<file path="src/rtl/hs32_alu_wb.sv">
// HS32 ALU writeback stage: architectural NZCV flag register plus a 2-entry
// in-order register-file write buffer with forwarding lookup and flush.
module hs32_alu_wb (
    input  logic        clk,
    input  logic        reset,
    input  logic        valid_i,
    output logic        ready_o,
    input  logic [31:0] r_i,
    input  logic [3:0]  fl_i,
    input  logic [3:0]  rd_i,
    input  logic        wb_en_i,
    input  logic        fl_en_i,
    output logic [3:0]  flags_o,
    input  logic        rf_busy_i,
    output logic        rf_we_o,
    output logic [3:0]  rf_addr_o,
    output logic [31:0] rf_data_o,
    input  logic [3:0]  fwd_addr_i,
    output logic        fwd_hit_o,
    output logic [31:0] fwd_data_o,
    input  logic        flush_i,
    output logic [1:0]  count_o
);

    typedef enum logic [1:0] {
        EMPTY = 2'd0,
        ONE   = 2'd1,
        FULL  = 2'd2
    } fifo_state_t;

    fifo_state_t state, state_next;

    // slot 0 is always the oldest pending entry
    logic [3:0]  addr0, addr1;
    logic [31:0] data0, data1;

    logic accept, push, pop;
    logic hit0, hit1;

    assign ready_o = (state != FULL);
    assign count_o = state;
    assign accept  = valid_i && ready_o && !flush_i;
    assign push    = accept && wb_en_i;
    assign pop     = (state != EMPTY) && !rf_busy_i && !flush_i;

    assign rf_we_o   = pop;
    assign rf_addr_o = pop ? addr0 : '0;
    assign rf_data_o = pop ? data0 : '0;

    // Lookup sees only stored entries, so the draining entry is included and
    // the input being accepted this cycle is not.
    assign hit0       = (state != EMPTY) && (addr0 == fwd_addr_i);
    assign hit1       = (state == FULL) && (addr1 == fwd_addr_i);
    assign fwd_hit_o  = hit0 || hit1;
    assign fwd_data_o = hit1 ? data1 : (hit0 ? data0 : '0);

    always_ff @(posedge clk or posedge reset) begin
        if (reset) begin
            state <= EMPTY;
        end else begin
            state <= state_next;
        end
    end

    always_comb begin
        state_next = state;
        if (flush_i) begin
            state_next = EMPTY;
        end else begin
            unique case (state)
                EMPTY:   if (push) state_next = ONE;
                ONE:     if (push && !pop) state_next = FULL;
                         else if (!push && pop) state_next = EMPTY;
                FULL:    if (pop) state_next = ONE;
                default: state_next = EMPTY;
            endcase
        end
    end

    always_ff @(posedge clk or posedge reset) begin
        if (reset) begin
            addr0 <= '0;
            data0 <= '0;
            addr1 <= '0;
            data1 <= '0;
        end else if (!flush_i) begin
            // push only happens when not FULL, so a pop+push lands in slot 0
            if (pop) begin
                if (push) begin
                    addr0 <= rd_i;
                    data0 <= r_i;
                end else begin
                    addr0 <= addr1;
                    data0 <= data1;
                end
            end else if (push) begin
                if (state == EMPTY) begin
                    addr0 <= rd_i;
                    data0 <= r_i;
                end else begin
                    addr1 <= rd_i;
                    data1 <= r_i;
                end
            end
        end
    end

    always_ff @(posedge clk or posedge reset) begin
        if (reset) begin
            flags_o <= '0;
        end else if (accept && fl_en_i) begin
            flags_o <= fl_i;
        end
    end

endmodule
</file>
<file path="config.mk">
export PLATFORM = sky130hd
export DESIGN_NAME = hs32_alu_wb
export DESIGN_NICKNAME = d
export VERILOG_FILES = /design/src/rtl/hs32_alu_wb.sv
export SDC_FILE = /design/constraint.sdc
export NUM_CORES = 1
export LEC_CHECK = 0
export ABC_AREA = 1
export ABC_CLOCK_PERIOD_IN_PS = 6800
export BUFFER_PORTS_ARGS = -buffer_cell sky130_fd_sc_hd__buf_4
export CAP_MARGIN = 5
export CORE_MARGIN = 5
export CORE_UTILIZATION = 55
export DETAILED_ROUTE_END_ITERATION = 7
export PLACE_DENSITY_LB_ADDON = 0.08
export SYNTH_ARGS = -nofsm -noshare
export SYNTH_HDL_FRONTEND = slang
export SYNTH_SLANG_ARGS = --single-unit
</file>
<file path="constraint.sdc">
create_clock -name clk -period 6.8 [get_ports clk]
set_input_delay 1.02 -clock clk [delete_from_list [all_inputs] [get_ports clk]]
set_output_delay 1.02 -clock clk [all_outputs]
set_load 0.02 [all_outputs]
</file>
# Yosys cells after proc, flatten, opt, wreduce, memory -nomap -nowiden
# Cells that the tools add are included.
[word_totals]
ff_bits = 78
output_inout_bits = 77
word_cells = 57
input_bits = 51
[classes]
bitwise_logic = 3
reduce_logical = 22
muxes = 18
eq_ne = 8
[ops]
columns = ["cell", "count"]
rows = [
  ["32-bit 2-to-1 mux", 7],
  ["4-bit 2-to-1 mux", 5],
  ["1-bit logical AND", 10],
  ["2-bit 2-to-1 mux", 5],
  ["4-bit equality test", 2],
  ["3-bit != test, second input constant", 2],
  ["2-bit case mux with 3 select lines", 1],
  ["3-bit AND reduction", 2],
  ["2-bit nonzero test", 3],
  ["1-bit logical NOT", 4],
  ["4-bit != test, second input constant", 1],
  ["4-bit AND reduction", 1],
  ["1-bit inverter", 3],
  ["2-bit by 1-bit equality test with 1-bit output, second input constant", 1],
  ["2-bit equality test, second input constant", 1],
  ["2-bit logical NOT", 1],
  ["2-bit != test, second input constant", 1],
  ["1-bit logical OR", 1],
]

# Depth between registers and ports, before layout
[depth]
ltp_word = 10
depth_mapped = 9
ltp_nobuf = 8

# Worst setup path after synthesis
# No wires, ideal clock.
[synth_path]
kind = "input port to output port"
start = "input port fwd_addr_i[3]"
end = "output port fwd_hit_o"
cell_stages = 7
required_ns = 5.780
t_arrival_ns = 1.986
setup_slack_ns = 3.794
cell_sequence = "inv_1 > nand2_1 > nand2_1 > nor2_1 > nand3_4 > buf_6 > o21ai_0"
[synth_via]
elab_chain_cells = 3
word_cells_on_any_way = 5
cone_classes = "2 x eq/ne; 3 x reduce/logical"
[synth_rtl]
columns = ["item", "line", "text"]
rows = [
  ["start: declaration", "18", "input logic [3:0] fwd_addr_i,"],
  ["4-bit equality test (on tied branches)", "52, 53", ""],
  ["1-bit logical AND (on tied branches)", "52, 53", ""],
  ["1-bit logical OR *", "54", "assign fwd_hit_o = hit0 || hit1;"],
  ["end: declaration", "19", "output logic fwd_hit_o,"],
]
# Every way passes the cells marked *; elsewhere a longest branch is shown, timed or not.

# Worst setup path after layout
[layout_path]
start = "input port fwd_addr_i[3]"
end = "output port fwd_data_o[31]"
[layout_via]
elab_chain_cells = 4
word_cells_on_any_way = 6
cone_classes = "2 x eq/ne; 2 x mux; 2 x reduce/logical"
[layout_rtl]
columns = ["item", "line", "text"]
rows = [
  ["4-bit equality test", "52", "assign hit0 = (state != EMPTY) && (addr0 == fwd_addr_i);"],
  ["1-bit logical AND", "52", ""],
  ["32-bit 2-to-1 mux", "55", "assign fwd_data_o = hit1 ? data1 : (hit0 ? data0 : '0);"],
  ["32-bit 2-to-1 mux *", "55", ""],
  ["end: declaration", "20", "output logic [31:0] fwd_data_o,"],
]
# Marked as above.

==> results by group <==
Critical path
  • Slowest CP cell: nor2_4
  • Endpoint class of the critical path: output pin
  • Most common cell type on the critical path: buf_4
  • Max FO, Critical Path: 33
  • Critical path startpoint category: input port
  • Worst path cell trace: buf_4, inv_1, nor2_1, nor2_4, nand3_4, nand3_1, nand2_1, buf_4
  • Crit Path Category: input port to output pin
  • Slowest stage delay, CP: 670 ps
  • Required time of the critical path: 5780 ps
  • Critical Path AT: 3150 ps

Yosys
  • Top area cells in the synthesized netlist: dfrtp_1 40%, nand2_1 19%, inv_1 9.0%
  • Top-area cell type share of the netlist area: 0.4022
  • Ys Warns: 0
  • Top post-synthesis cells by count: 240 x nand2_1, 116 x inv_1, 78 x dfrtp_1, 46 x nand3_1, 43 x nor2_1
  • Largest area contributor in the netlist: dfrtp_1
  • Synthesized Nets: 735
  • Asr flop ratio synth: 1.000
  • Post-Synthesis Cells: a little under 700
  • EDFF count, synth: 0
  • Register area share after synthesis: 0.4022
  • Post-synthesis cell area: 4853 µm²
  • Count leader, synth: nand2_1
  • FF+latch count, synth: 78
  • Ys flop type: dfrtp_1
  • Post-Syn Area per Cell: around 7 µm²
  • Post-synth cell types: 27

Timing
  • Period minus WS final: 4168 ps
  • Slew @ Worst Pin: 1128 ps
  • RSZ-0062 raised after global routing: false
  • Layout Skew: about 7.3 ps
  • Hold Violations, Final: 0
  • Fin crit share: 0.6129
  • Fmax: about 0.24 GHz
  • Max Transition Viols Final: 0
  • Hold Slack: 478.7 ps
  • Slew Limit Headroom: 0.2465
  • Final Worst Setup Slack: ~2600 ps
  • Final setup TNS: 0 ps
  • Final setup viols: 0

Detailed routing
  • # DRC: 0
  • Initial drt markers: 279
  • Vias per Instance: 5.144
  • TritonRoute pass-1 iters: 5
  • ANT nets after route: 0
  • Via count: 4614
  • Wire per inst: 14.39 µm
  • WL final: 12.91 mm

Floorplan
  • Die H: 103.9 µm
  • # rows: 34
  • Die width: 103.9 µm
  • Initial Utilization: 0.5593
  • Die area: around 11000 µm²
  • Core area: 8678 µm²
  • # IOs: roughly 130

CTS
  • CTS root buf: clkbuf_8
  • Worst-path clk slew: 80 ps
  • # H-tree levels: 3
  • Worst-Skew Late Latency: between 300 and 400 ps
  • Post-CTS setup buffer count: 0
  • Post_cts resized: 0
  • Post-CTS Hold Fix Bufs: 0
  • CTS tree: built
  • CTS buffer count: 9
  • Clock tree buffer depth: 2
  • CTS sink count: between 70 and 80

Power
  • P_leak: 0.003454 µW
  • Design Power: 1769 µW
  • Peak supply drop: roughly 0.17 mV
  • Power Dens Cells: 297.8 nW/µm²

Run status
  • Status: completed

Global routing
  • Total GRT Usage: 0.2411
  • Vias in the first global route: 4569
  • First-pass GRT wire length: ~22 mm
  • Pin count of the biggest net entering global routing: 79
  • Grt total ovfl: 0
  • Initial antenna violation count: 0

Cells and area
  • Fraction of layout cells with a size suffix above 1: 0.2446
  • Ant diodes: 0
  • Area delta synth->final: 22.38%
  • Nets: 835

Placed design
  • PortBufs: approximately 130
  • DP Wirelength: 8.256 mm
  • GP Congestion: 0.8130
  • DP Worst Slack: about 2600 ps

Flow run
  • Number of max-cap violations: 0

Min path
  • HP Class: flop to flop
through the flow:
stage	cells	cell area [µm²]	utilization
floorplan	684	4853	-
CTS	897	5939	0.6844
detailed placement	881	5707	0.6576
global route	897	5939	0.6844
finish	897	5939	0.6844
global placement	881	5707	0.6576
layout by cell type (no fill, tap or decap), types with 2 or more instances in the layout:
cell type and n:
clkinv_2 2, nand2_1 240, nor2_8 2, nand4_1 33, dfrtp_1 78, nand3_1 46
nand2_2 2, o21ai_1 21, nor2_4 3, nand2_4 4, inv_2 3, clkbuf_8 11
inv_1 115, nor2_1 42, bufinv_16 2, buf_4 128, o21ai_0 18, nand3_2 30
state kept, by name (all words and copies together), names as in the netlist:
name,cells
count_o,2
flags_o,4
addr1,4
data0,32
data1,32
addr0,4
worst paths after layout:
path / start / end / slack (ps) / cells past startpoint
max reg2reg: count_o[1] / data1[7] / 4190 / 5
max: fwd_addr_i[3] / fwd_data_o[31] / 2630 / 8
max in group asynchronous: reset / data1[26] / 5150 / 3
min reg2reg: flags_o[0] / flags_o[0] / 480 / 2
min: flags_o[0] / flags_o[0] / 480 / 2
min in group asynchronous: reset / data0[19] / 950 / 3
worst max-delay path: cells and delay by family:
family,cells,cell delay (ps)
AND/OR/NAND/NOR,5,1770
buffers and inverters,3,360
area by class of cell:
class / instances / area (µm²)
multi-input cells: 446 / 2201
clock buffers: 11 / 151.4
repair buffers: 128 / 960.9
fillers: 759 / 2739
well taps: 108 / 135.1
inverters: 121 / 457.9
clock inverters: 5 / 81.33
flip-flops and latches: 78 / 1952
where the power goes:
part / internal (µW) / switching [µW] / leakage [µW]
registers: 646 / 168 / 0.00101
clock network: 227 / 178 / 0.000116
logic: 202 / 348 / 0.00233
total: 1070 / 694 / 0.00345
per-layer routing:
layer  part of all wire  global-route usage  up-vias
met5                  0                   0        -
met3              0.082             0.04904       14
met1               0.42              0.3190     2128
met2               0.48              0.4103      178
li1                   -                   -     2294
met4              0.010             0.04903        0
cells by family after synthesis:
family	count (synthesis)	synth area share
simple gates	405	0.4035
buf+inv	160	0.1493
flops	78	0.4022
compound gates	40	0.04176
xor+xnor	1	0.003352
(Power assumes the default switching activity.)
